==> src/rtl/cond_event_monitor.sv <==
// cond_event_monitor
// Multi-channel condition watcher. Each channel adds two unsigned operands
// without wrapping, compares the sum against a target under a selectable
// relation, and raises a one-cycle fire pulse on an edge or level trigger.
// Every channel has its own arming, one-shot/continuous mode, a timeout
// (the timeout value is shared) and a saturating hit counter.
module cond_event_monitor #(
    parameter int NUM_CH = 2,
    parameter int WIDTH  = 32,
    parameter int CNT_W  = 16,
    parameter int TO_W   = 16
) (
    input  logic                    clk,
    input  logic                    rst_n,
    input  logic [NUM_CH*WIDTH-1:0] op_a,
    input  logic [NUM_CH*WIDTH-1:0] op_b,
    input  logic [NUM_CH*WIDTH-1:0] target,
    input  logic [NUM_CH*2-1:0]     mode,
    input  logic [NUM_CH-1:0]       lvl,
    input  logic [NUM_CH-1:0]       oneshot,
    input  logic [NUM_CH-1:0]       arm,
    input  logic [NUM_CH-1:0]       disarm,
    input  logic [TO_W-1:0]         timeout,
    input  logic                    clr_cnt,
    output logic [NUM_CH-1:0]       armed,
    output logic [NUM_CH-1:0]       fire,
    output logic [NUM_CH-1:0]       timed_out,
    output logic                    any_fire,
    output logic [NUM_CH*CNT_W-1:0] hit_cnt
);

    typedef enum logic {S_IDLE, S_WAIT} state_t;

    state_t            state    [NUM_CH];
    state_t            state_nx [NUM_CH];
    logic [TO_W-1:0]   timer    [NUM_CH];
    logic [TO_W-1:0]   timer_nx [NUM_CH];
    logic [CNT_W-1:0]  cnt      [NUM_CH];
    logic [NUM_CH-1:0] cond_c;
    logic [NUM_CH-1:0] cond_q;
    logic [NUM_CH-1:0] trig;
    logic [NUM_CH-1:0] fire_nx;
    logic [NUM_CH-1:0] to_nx;

    // Sum is one bit wider than the operands so it never wraps; the target
    // is zero-extended and compared unsigned.
    function automatic logic relation(input logic [WIDTH-1:0] a,
                                      input logic [WIDTH-1:0] b,
                                      input logic [WIDTH-1:0] t,
                                      input logic [1:0]       m);
        logic [WIDTH:0] sum;
        logic [WIDTH:0] tgt;
        logic           res;
        sum = {1'b0, a} + {1'b0, b};
        tgt = {1'b0, t};
        res = 1'b0;
        case (m)
            2'b00:   res = (sum == tgt);
            2'b01:   res = (sum != tgt);
            2'b10:   res = (sum >  tgt);
            default: res = (sum <  tgt);
        endcase
        return res;
    endfunction

    // Counter increment that sticks at all-ones.
    function automatic logic [CNT_W-1:0] sat_inc(input logic [CNT_W-1:0] c);
        return (&c) ? c : c + CNT_W'(1);
    endfunction

    // Per-channel condition and trigger (edge compares against last cycle's condition).
    always_comb begin
        cond_c = '0;
        trig   = '0;
        for (int i = 0; i < NUM_CH; i++) begin
            cond_c[i] = relation(op_a[i*WIDTH +: WIDTH], op_b[i*WIDTH +: WIDTH],
                                 target[i*WIDTH +: WIDTH], mode[i*2 +: 2]);
            trig[i]   = lvl[i] ? cond_c[i] : (cond_c[i] & ~cond_q[i]);
        end
    end

    // Next-state logic; priority within a cycle is disarm, trigger, timeout, arm.
    always_comb begin
        for (int i = 0; i < NUM_CH; i++) begin
            state_nx[i] = state[i];
            timer_nx[i] = timer[i];
            fire_nx[i]  = 1'b0;
            to_nx[i]    = 1'b0;
            case (state[i])
                S_IDLE: begin
                    if (arm[i] && !disarm[i]) begin
                        state_nx[i] = S_WAIT;
                        timer_nx[i] = '0;
                    end
                end
                default: begin
                    if (disarm[i]) begin
                        state_nx[i] = S_IDLE;
                    end else if (trig[i]) begin
                        fire_nx[i]  = 1'b1;
                        timer_nx[i] = '0;
                        // A simultaneous arm re-arms a one-shot channel.
                        state_nx[i] = (oneshot[i] && !arm[i]) ? S_IDLE : S_WAIT;
                    end else if (timeout != '0 && timer[i] == timeout - TO_W'(1)) begin
                        to_nx[i]    = 1'b1;
                        state_nx[i] = S_IDLE;
                    end else if (arm[i]) begin
                        timer_nx[i] = '0;
                    end else begin
                        timer_nx[i] = timer[i] + TO_W'(1);
                    end
                end
            endcase
        end
    end

    // FSM state, timers, registered condition and output pulses.
    always_ff @(posedge clk) begin
        if (!rst_n) begin
            for (int i = 0; i < NUM_CH; i++) begin
                state[i] <= S_IDLE;
                timer[i] <= '0;
            end
            cond_q    <= '0;
            fire      <= '0;
            timed_out <= '0;
            any_fire  <= 1'b0;
        end else begin
            for (int i = 0; i < NUM_CH; i++) begin
                state[i] <= state_nx[i];
                timer[i] <= timer_nx[i];
            end
            cond_q    <= cond_c;
            fire      <= fire_nx;
            timed_out <= to_nx;
            any_fire  <= |fire_nx;
        end
    end

    // Saturating hit counters; a clear coinciding with a fire leaves a count of one.
    always_ff @(posedge clk) begin
        if (!rst_n) begin
            for (int i = 0; i < NUM_CH; i++) cnt[i] <= '0;
        end else begin
            for (int i = 0; i < NUM_CH; i++) begin
                if (clr_cnt)         cnt[i] <= fire_nx[i] ? CNT_W'(1) : '0;
                else if (fire_nx[i]) cnt[i] <= sat_inc(cnt[i]);
            end
        end
    end

    // Armed flag is a direct decode of the registered state.
    always_comb begin
        armed = '0;
        for (int i = 0; i < NUM_CH; i++) armed[i] = (state[i] == S_WAIT);
    end

    for (genvar g = 0; g < NUM_CH; g++) begin : g_cnt
        assign hit_cnt[g*CNT_W +: CNT_W] = cnt[g];
    end

endmodule
==> config.mk <==
export PLATFORM = sky130hd
export DESIGN_NAME = cond_event_monitor
export DESIGN_NICKNAME = d
export VERILOG_FILES = /design/src/rtl/cond_event_monitor.sv
export SDC_FILE = /design/constraint.sdc
export NUM_CORES = 1
export LEC_CHECK = 0
export ABC_AREA = 1
export BUFFER_PORTS_ARGS = -buffer_cell sky130_fd_sc_hd__buf_2
export CELL_PAD_IN_SITES_DETAIL_PLACEMENT = 1
export CELL_PAD_IN_SITES_GLOBAL_PLACEMENT = 1
export CORE_ASPECT_RATIO = 1.75
export CORE_MARGIN = 2
export CORE_UTILIZATION = 35
export CTS_BUF_LIST = sky130_fd_sc_hd__clkbuf_8
export CTS_CLUSTER_DIAMETER = 150
export CTS_CLUSTER_SIZE = 16
export DETAILED_ROUTE_END_ITERATION = 12
export PLACE_DENSITY = 0.83
export SYNTH_ARGS = -nofsm -noshare
export SYNTH_HDL_FRONTEND = slang
export SYNTH_SLANG_ARGS = --single-unit
==> constraint.sdc <==
create_clock -name clk -period 5.5 [get_ports clk]
set_input_delay 0.275 -clock clk [delete_from_list [all_inputs] [get_ports clk]]
set_output_delay 0.275 -clock clk [all_outputs]
set_load 0.02 [all_outputs]
==> out/qor.yml, run 1 <==
n_fill_cell: 3769
synth_edf_count: 32
drive_gt1_share_pct: 18.5
clockRootBuffer: "clkbuf_8"
clk_latency_ns: 0.36
p_leak_uw: 0.00624
arrival_ns: 5.34
cts_tree: "built"
drcViolationCount: 0
first_global_vias: 11802
design_area_um2: 11900
port_buffers: 261
seq_area_frac_synth_pct: 18.0
dr.pass1.iters: 4
max_slew_margin_pct: 28.0
gp_congestion: 0.943
grt_overflow: 0
cts_sinks: 73
yosys-top-cells-area: "ha_1 (17%), nand2_1 (12%), edfxtp_1 (9.7%), inv_1 (8.9%), xor2_1 (8.3%)"
io_pins: 262
avgViaCountPerCell: 5.10
cp_slowest_cell: "fa_1"
netlist_instances: 1488
dpl.hpwl_mm: 29.3
hold_violations: 0
hp-class: "input pin to flop"
p_per_area_nw_per_um2: 182
final_util_pct: 42.6
ctsHoldBuffers: 0
ys_ff_latch: 73
cts_max_path_buffers: 2
drt-initial-drc-count: 282
die_area_um2: 29600
fin_cells: 2133
skew_ns: 0.0188
drv_slew: 0
cp_slowest_stage_delay_ns: 0.42
ys_warn_count: 0
start_kind: "input pin"
crit_required_ns: 5.80
ys.flop_type: "dfxtp_1"
post-route-period-util_pct: 91.6
place_area_um2: 11600
nNetsFinal: 2112
fmax_mhz: 198
seq_area_um2: 1780
die_width_um: 131
initial_utilization_pct: 35.4
dp_cells: 2114
status: "complete, no violations"
num_rows: 81
worst_pin_slew_ns: 1.08
rsz0062_at_grt: "false"
track_usage_pct: 22.6
numCtsBuffers: 9
grt_start_max_net_pins: 41
postRouteAntennaNets: 0
h-tree-depth: 3
path_max_fanout: 25
synth_top_area_share_pct: 16.9
vdd_ir_drop_max_uv: 94.7
antenna_found_initial: 1
synth_cell_types: 52
syn_to_final_growth_pct: 20.2
cp-end-kind: "flop"
worst_setup_hold_path_clk_slew_ns: 0.08
synth_nets: 1846
finalPower_uw: 2160
synth_area_um2: 9870
synth_largest_area_cell: "ha_1"
synthArstFlopShare_pct: 0
grt_pass1_wl_mm: 53.9
cap_violations: 0
fin_setup_tns_ns: 0
setup_viol_count_final: 0
vias: 10874
avgSynthCellArea_um2: 6.63
wirelength_mm: 33.8
period_needed_ns: 5.04
core_um2: 27900
post_drt_wl_per_cell_um: 15.9
path_class: "input pin to flop"
multiInputGateArea_um2: 7150
fp.dieH_um: 226
## metrics by stage
stage / worst slack (ns) / hold slack, ns
2_1_floorplan: 0.722 / 0.351
3_3_place_gp: 0.0781 / 0.471
3_5_place_dp: -0.254 / 0.487
4_1_cts: 0.146 / 0.136
5_1_grt: 0.00218 / 0.149
6_report: 0.459 / 0.160
## cells in the mapped netlist (3+ instances only)
| cell type | number |
|---|---|
| nor3_1 | 29 |
| clkbuf_1 | 5 |
| nand2_1 | 305 |
| xnor2_1 | 39 |
| o21bai_1 | 3 |
| a21o_1 | 12 |
| nand4_1 | 25 |
| o21ai_1 | 8 |
| nor2_1 | 184 |
| nor2_2 | 4 |
| buf_2 | 6 |
| nand2_2 | 5 |
| nor4_1 | 13 |
| a21boi_0 | 5 |
| nand3b_1 | 5 |
| ha_1 | 133 |
| dfxtp_1 | 41 |
| nand2_4 | 3 |
| a21oi_1 | 123 |
| o21a_1 | 7 |
| o21ai_0 | 42 |
| inv_1 | 233 |
| o211ai_1 | 3 |
| o221ai_1 | 3 |
| xor2_1 | 94 |
| nor3b_1 | 3 |
| o21ai_2 | 3 |
| edfxtp_1 | 32 |
| nand3_1 | 82 |
## per-layer routing
layer	vias to the layer above	GRT usage, %	part of all wire, %
met4	0	9.64	4.5
met5	-	0	0
met3	97	2.82	3.6
met1	5125	20.8	35
li1	5386	-	-
met2	266	47.2	57
## repair_timing
item                                   CTS  global route
setup endpoints to repair                0            79
resized for setup                        0             5
setup buffers                            0             2
endpoints found under the hold margin    0             0
## critical path: cells and delay by family
kind	cells	cell delay, ns
AO/OA/AOI/OAI	9	1.70
XOR/XNOR	1	0.15
adder cells (fa/ha/maj)	3	0.94
buffers and inverters	1	0.10
AND/OR/NAND/NOR	14	2.15
## flip-flops by register name, summed over array words and instances (netlist names)
name and flops:
any_fire 1, cnt 32, cond_q 2, fire 2, state 2, timed_out 2, timer 32
## placed cells by master, fill, tap and decap left out, types with 3 or more instances in the layout
| cell type | n |
|---|---|
| nand2_1 | 304 |
| nor4_1 | 13 |
| o21a_1 | 7 |
| a21boi_0 | 5 |
| nor2_2 | 4 |
| nand3_2 | 3 |
| nand2_4 | 3 |
| buf_2 | 261 |
| a21oi_1 | 121 |
| o21ai_1 | 7 |
| xnor2_1 | 39 |
| o21bai_1 | 3 |
| clkbuf_8 | 9 |
| nand2_2 | 6 |
| nand3_1 | 81 |
| edfxtp_1 | 32 |
| dfxtp_1 | 41 |
| nor2_1 | 184 |
| nor3b_1 | 3 |
| o21ai_0 | 42 |
| o221ai_1 | 3 |
| buf_4 | 9 |
| o211ai_1 | 3 |
| inv_1 | 234 |
| o21ai_2 | 4 |
| ha_1 | 133 |
| a21oi_2 | 4 |
| a21o_1 | 12 |
| xor2_1 | 94 |
| nand3b_1 | 5 |
| nand4_1 | 25 |
| nor3_1 | 29 |
## power by group
part           internal [µW]  switching [µW]
clock network            256             227
logic                    410             633
registers                596            36.3
## worst paths after layout
path,slack [ns],end,cells after the start,start
min reg2reg,0.50,timer[0][31],2,timer[0][31]
max reg2reg,2.82,timer[0][31],16,timer[0][16]
min,0.16,timed_out[0],2,disarm[0]
max,0.46,timer[0][30],28,op_a[32]
## area by class of cell
cell class / instances / share of cell area, %
diodes: 1 / 0.0211
clock buffers: 9 / 1.04
clock inverters: 7 / 0.791
inverters: 233 / 7.37
multi-input cells: 1167 / 60.2
flip-flops and latches: 73 / 15.0
well taps: 373 / 3.93
repair buffers: 270 / 11.6
## kinds of logic (layout without fill, tap and decap cells)
| logic type | after synthesis | in the layout | synth area share (%) |
|---|---|---|---|
| adders and majority gates | 135 | 135 | 17.3 |
| and+or+nand+nor | 678 | 678 | 30.4 |
| buffers and inverters | 248 | 519 | 9.73 |
| AOI/OAI and AO/OA | 218 | 218 | 12.3 |
| DFF | 73 | 73 | 18.0 |
| xor gates and xnor gates | 136 | 136 | 12.3 |
| other | 0 | 1 | 0 |
Power figures use the tool's default switching activity.
==> run 2, diff against run 1 <==
--- a/config.mk
+++ b/config.mk
@@ -16,7 +16,8 @@
 export CTS_CLUSTER_DIAMETER = 150
 export CTS_CLUSTER_SIZE = 16
 export DETAILED_ROUTE_END_ITERATION = 12
-export PLACE_DENSITY = 0.83
+export PLACE_DENSITY_LB_ADDON = 0.1
+export REMOVE_ABC_BUFFERS = 1
 export SYNTH_ARGS = -nofsm -noshare
 export SYNTH_HDL_FRONTEND = slang
 export SYNTH_SLANG_ARGS = --single-unit
==> run 2 against run 1 <==
Fmax grew 2.1%. Clock skew decreased by 0.0079 ns. Worst hold slack worse by 0.032 ns. Utilization fell by 0.22 points. Non-clock buffer count decreased by 4. Global-route usage down 0.69 points. Register-to-register slack lost 0.05 ns. Combinational power is essentially flat.
==> out/qor.yml, run 2 (synthesis results as in run 1) <==
status: "complete, no violations"
cts_max_path_buffers: 2  # unchanged
period_needed_ns: 4.93  # -0.106 ns
skew_ns: 0.0109  # -0.00792 ns
cp_num_buf_inv: 3  # +2
syn_to_final_growth_pct: 19.6
io_pins: 262  # unchanged
dr.pass1.iters: 6  # +2
post-route-period-util_pct: 89.7  # -1.9 points
drive_gt1_share_pct: 18.2  # -0.30 points
path_class: "input pin to flop"
num_rows: 81  # unchanged
grt_pass1_wl_mm: 51.8  # -3.9%
final_util_pct: 42.3  # -0.22 points
clock_power_share_pct: 19.7  # -2.7 points
drt-initial-drc-count: 249  # -12%
core_um2: 27900  # unchanged
final_common_cell: "nand2_1"
seq_power_share_pct: 30.9  # +1.6 points
die_area_um2: 29600  # unchanged
largestRegisters: "cnt x32, timer x32"
nNetsFinal: 2108  # -0.19%
max_slew_margin_pct: 33.6  # +5.6 points
reg2reg_slack_ns: 2.77  # -0.05 ns
worst_slack_ns: 0.565  # +0.106 ns
antenna_found_initial: 10  # +9
drv_slew: 0  # unchanged
port_buffers: 261  # unchanged
rsz0062_at_grt: "false"
worst_setup_hold_path_clk_slew_ns: 0.08  # about the same
wirelength_mm: 32.5  # -4.0%
grt_start_max_net_pins: 41  # unchanged
dpl.hpwl_mm: 28.6  # -2.5%
cts_tree: "built"
fmax_mhz: 203  # +2.1%
crit_start: "op_a[0]"
clockRootBuffer: "clkbuf_8"
cp_slowest_cell: "fa_1"
hold_path_end: "timed_out[0]"
setup_viol_count_final: 0  # unchanged
first_global_vias: 11099  # -6.0%
die_width_um: 131  # unchanged
r2r_start: "timer[0][0]"
gp_congestion: 0.856  # -9.2%
cts_sinks: 73  # unchanged
vias: 10520  # -3.3%
vdd_ir_drop_max_uv: 183  # +93%
clk_latency_ns: 0.38  # +0.02 ns
track_usage_pct: 21.9  # -0.69 points
cp_slowest_stage_delay_ns: 0.40  # -0.02 ns
fp.dieH_um: 226  # unchanged
seq_area_um2: 1780  # unchanged
post-place-ws_ns: 0.0195  # +0.273 ns
hold_violations: 0  # unchanged
design_area_um2: 11800  # -0.53%
rr_worst_depth: 12  # -4
hp-class: "input pin to flop"
cp_common_cell: "nand2_1"
worst_pin_slew_ns: 0.992  # -0.0844 ns
r2r_end: "timer[0][15]"
cap_violations: 0  # unchanged
swShare_pct: 42.5  # +0.96 points
path_delay_family: "simple AND/OR/NAND/NOR gates"
fin_setup_tns_ns: 0  # unchanged
switching_power_uw: 870  # -2.9%
place_area_um2: 11600  # -0.13%
post_drt_wl_per_cell_um: 15.2  # -4.0%
h-tree-depth: 3  # unchanged
avgViaCountPerCell: 4.93  # -3.3%
fin_cells: 2134  # +0.047%
grt_overflow: 0  # unchanged
arrival_ns: 5.01  # -0.33 ns
initial_utilization_pct: 35.4  # unchanged
p_per_area_nw_per_um2: 173  # -4.6%
layout.cells.most_common_list: "nand2_1 (304), buf_2 (261), inv_1 (233)"
worstHoldStart: "disarm[0]"
postRouteAntennaNets: 0  # unchanged
dp_cells: 2112  # -0.095%
hold_depth: 2  # unchanged
drcViolationCount: 0  # unchanged
start_kind: "input pin"
path_max_fanout: 18  # -28%
crit_required_ns: 5.57  # -0.23 ns
p_int_uw: 1180  # -6.6%
pwr-share-comb_pct: 49.4  # +1.0 points
n_fill_cell: 3811  # +1.1%
cp-end-kind: "flop"
multiInputGateArea_um2: 7140  # -0.11%
p_leak_uw: 0.00620  # -0.66%
numCtsBuffers: 9  # unchanged
[run 2: power by group through the flow]
| stage | clock network [µW] | registers (µW) | logic, µW |
|---|---|---|---|
| 2_1_floorplan | 0 | 649 | 683 |
| 3_3_place_gp | 0 | 644 | 1000 |
| 3_5_place_dp | 0 | 645 | 1020 |
| 4_1_cts | 424 | 632 | 1030 |
| 5_1_grt | 437 | 637 | 1170 |
| 6_report | 404 | 632 | 1010 |
[run 2: how the worst max path moves through the flow]
stage,cells after the start,slack (ns),to
4_1_cts,29,0.44,timer[0][23]
3_3_place_gp,29,0.21,cnt[0][8]
2_1_floorplan,26,0.64,cnt[1][0]
6_report,29,0.57,cnt[0][3]
5_1_grt,29,0.006,cnt[0][3]
3_5_place_dp,29,0.02,cnt[0][5]
[run 2: repair_timing]
| item | 4_1_cts | 5_1_grt |
|---|---|---|
| setup endpoints to repair | 0 | 50 |
| gates resized for setup | 0 | 3 |
| setup buffers | 0 | 0 |
| endpoints found under the hold margin | 0 | 0 |
| hold buffers | 0 | 0 |
[run 2: layout make-up]
type	instances	share of cell area [%]
Multi-Input combinational cell	1167	60.5
Sequential cell	73	15.1
Timing Repair Buffer	266	11.4
Inverter	233	7.41
Tap cell	373	3.95
Clock buffer	10	1.17
Clock inverter	6	0.360
Antenna cell	6	0.127
[run 2: worst register-to-register path, cell delays in order (launching register included)]
cell and delay (ns):
dfxtp_1 0.38, inv_1 0.10, nor3_1 0.30, nand3_1 0.21
nor4_1 0.26, nand2_1 0.15, nor3b_1 0.51, nand4_1 0.20
xnor2_1 0.19, nand3_1 0.09, nand3_1 0.14, nand2_1 0.06
nor2_1 0.10
[run 2: routing by layer]
metal	routed length (µm)	part of all wire, %	vias to the layer above	track usage, %
met3	1430	4.4	48	4.05
met4	774	2.4	6	7.41
met5	42	0.13	-	0
li1	-	-	5384	-
met2	18400	57	184	44.8
met1	11800	36	4898	21.0
[run 2: per-stage QoR]
stage          hold WS [ns]  power, µW
6_report              0.127       2050
5_1_grt               0.117       2240
4_1_cts               0.101       2080
3_5_place_dp          0.485       1670
3_3_place_gp          0.474       1650
2_1_floorplan         0.352       1330
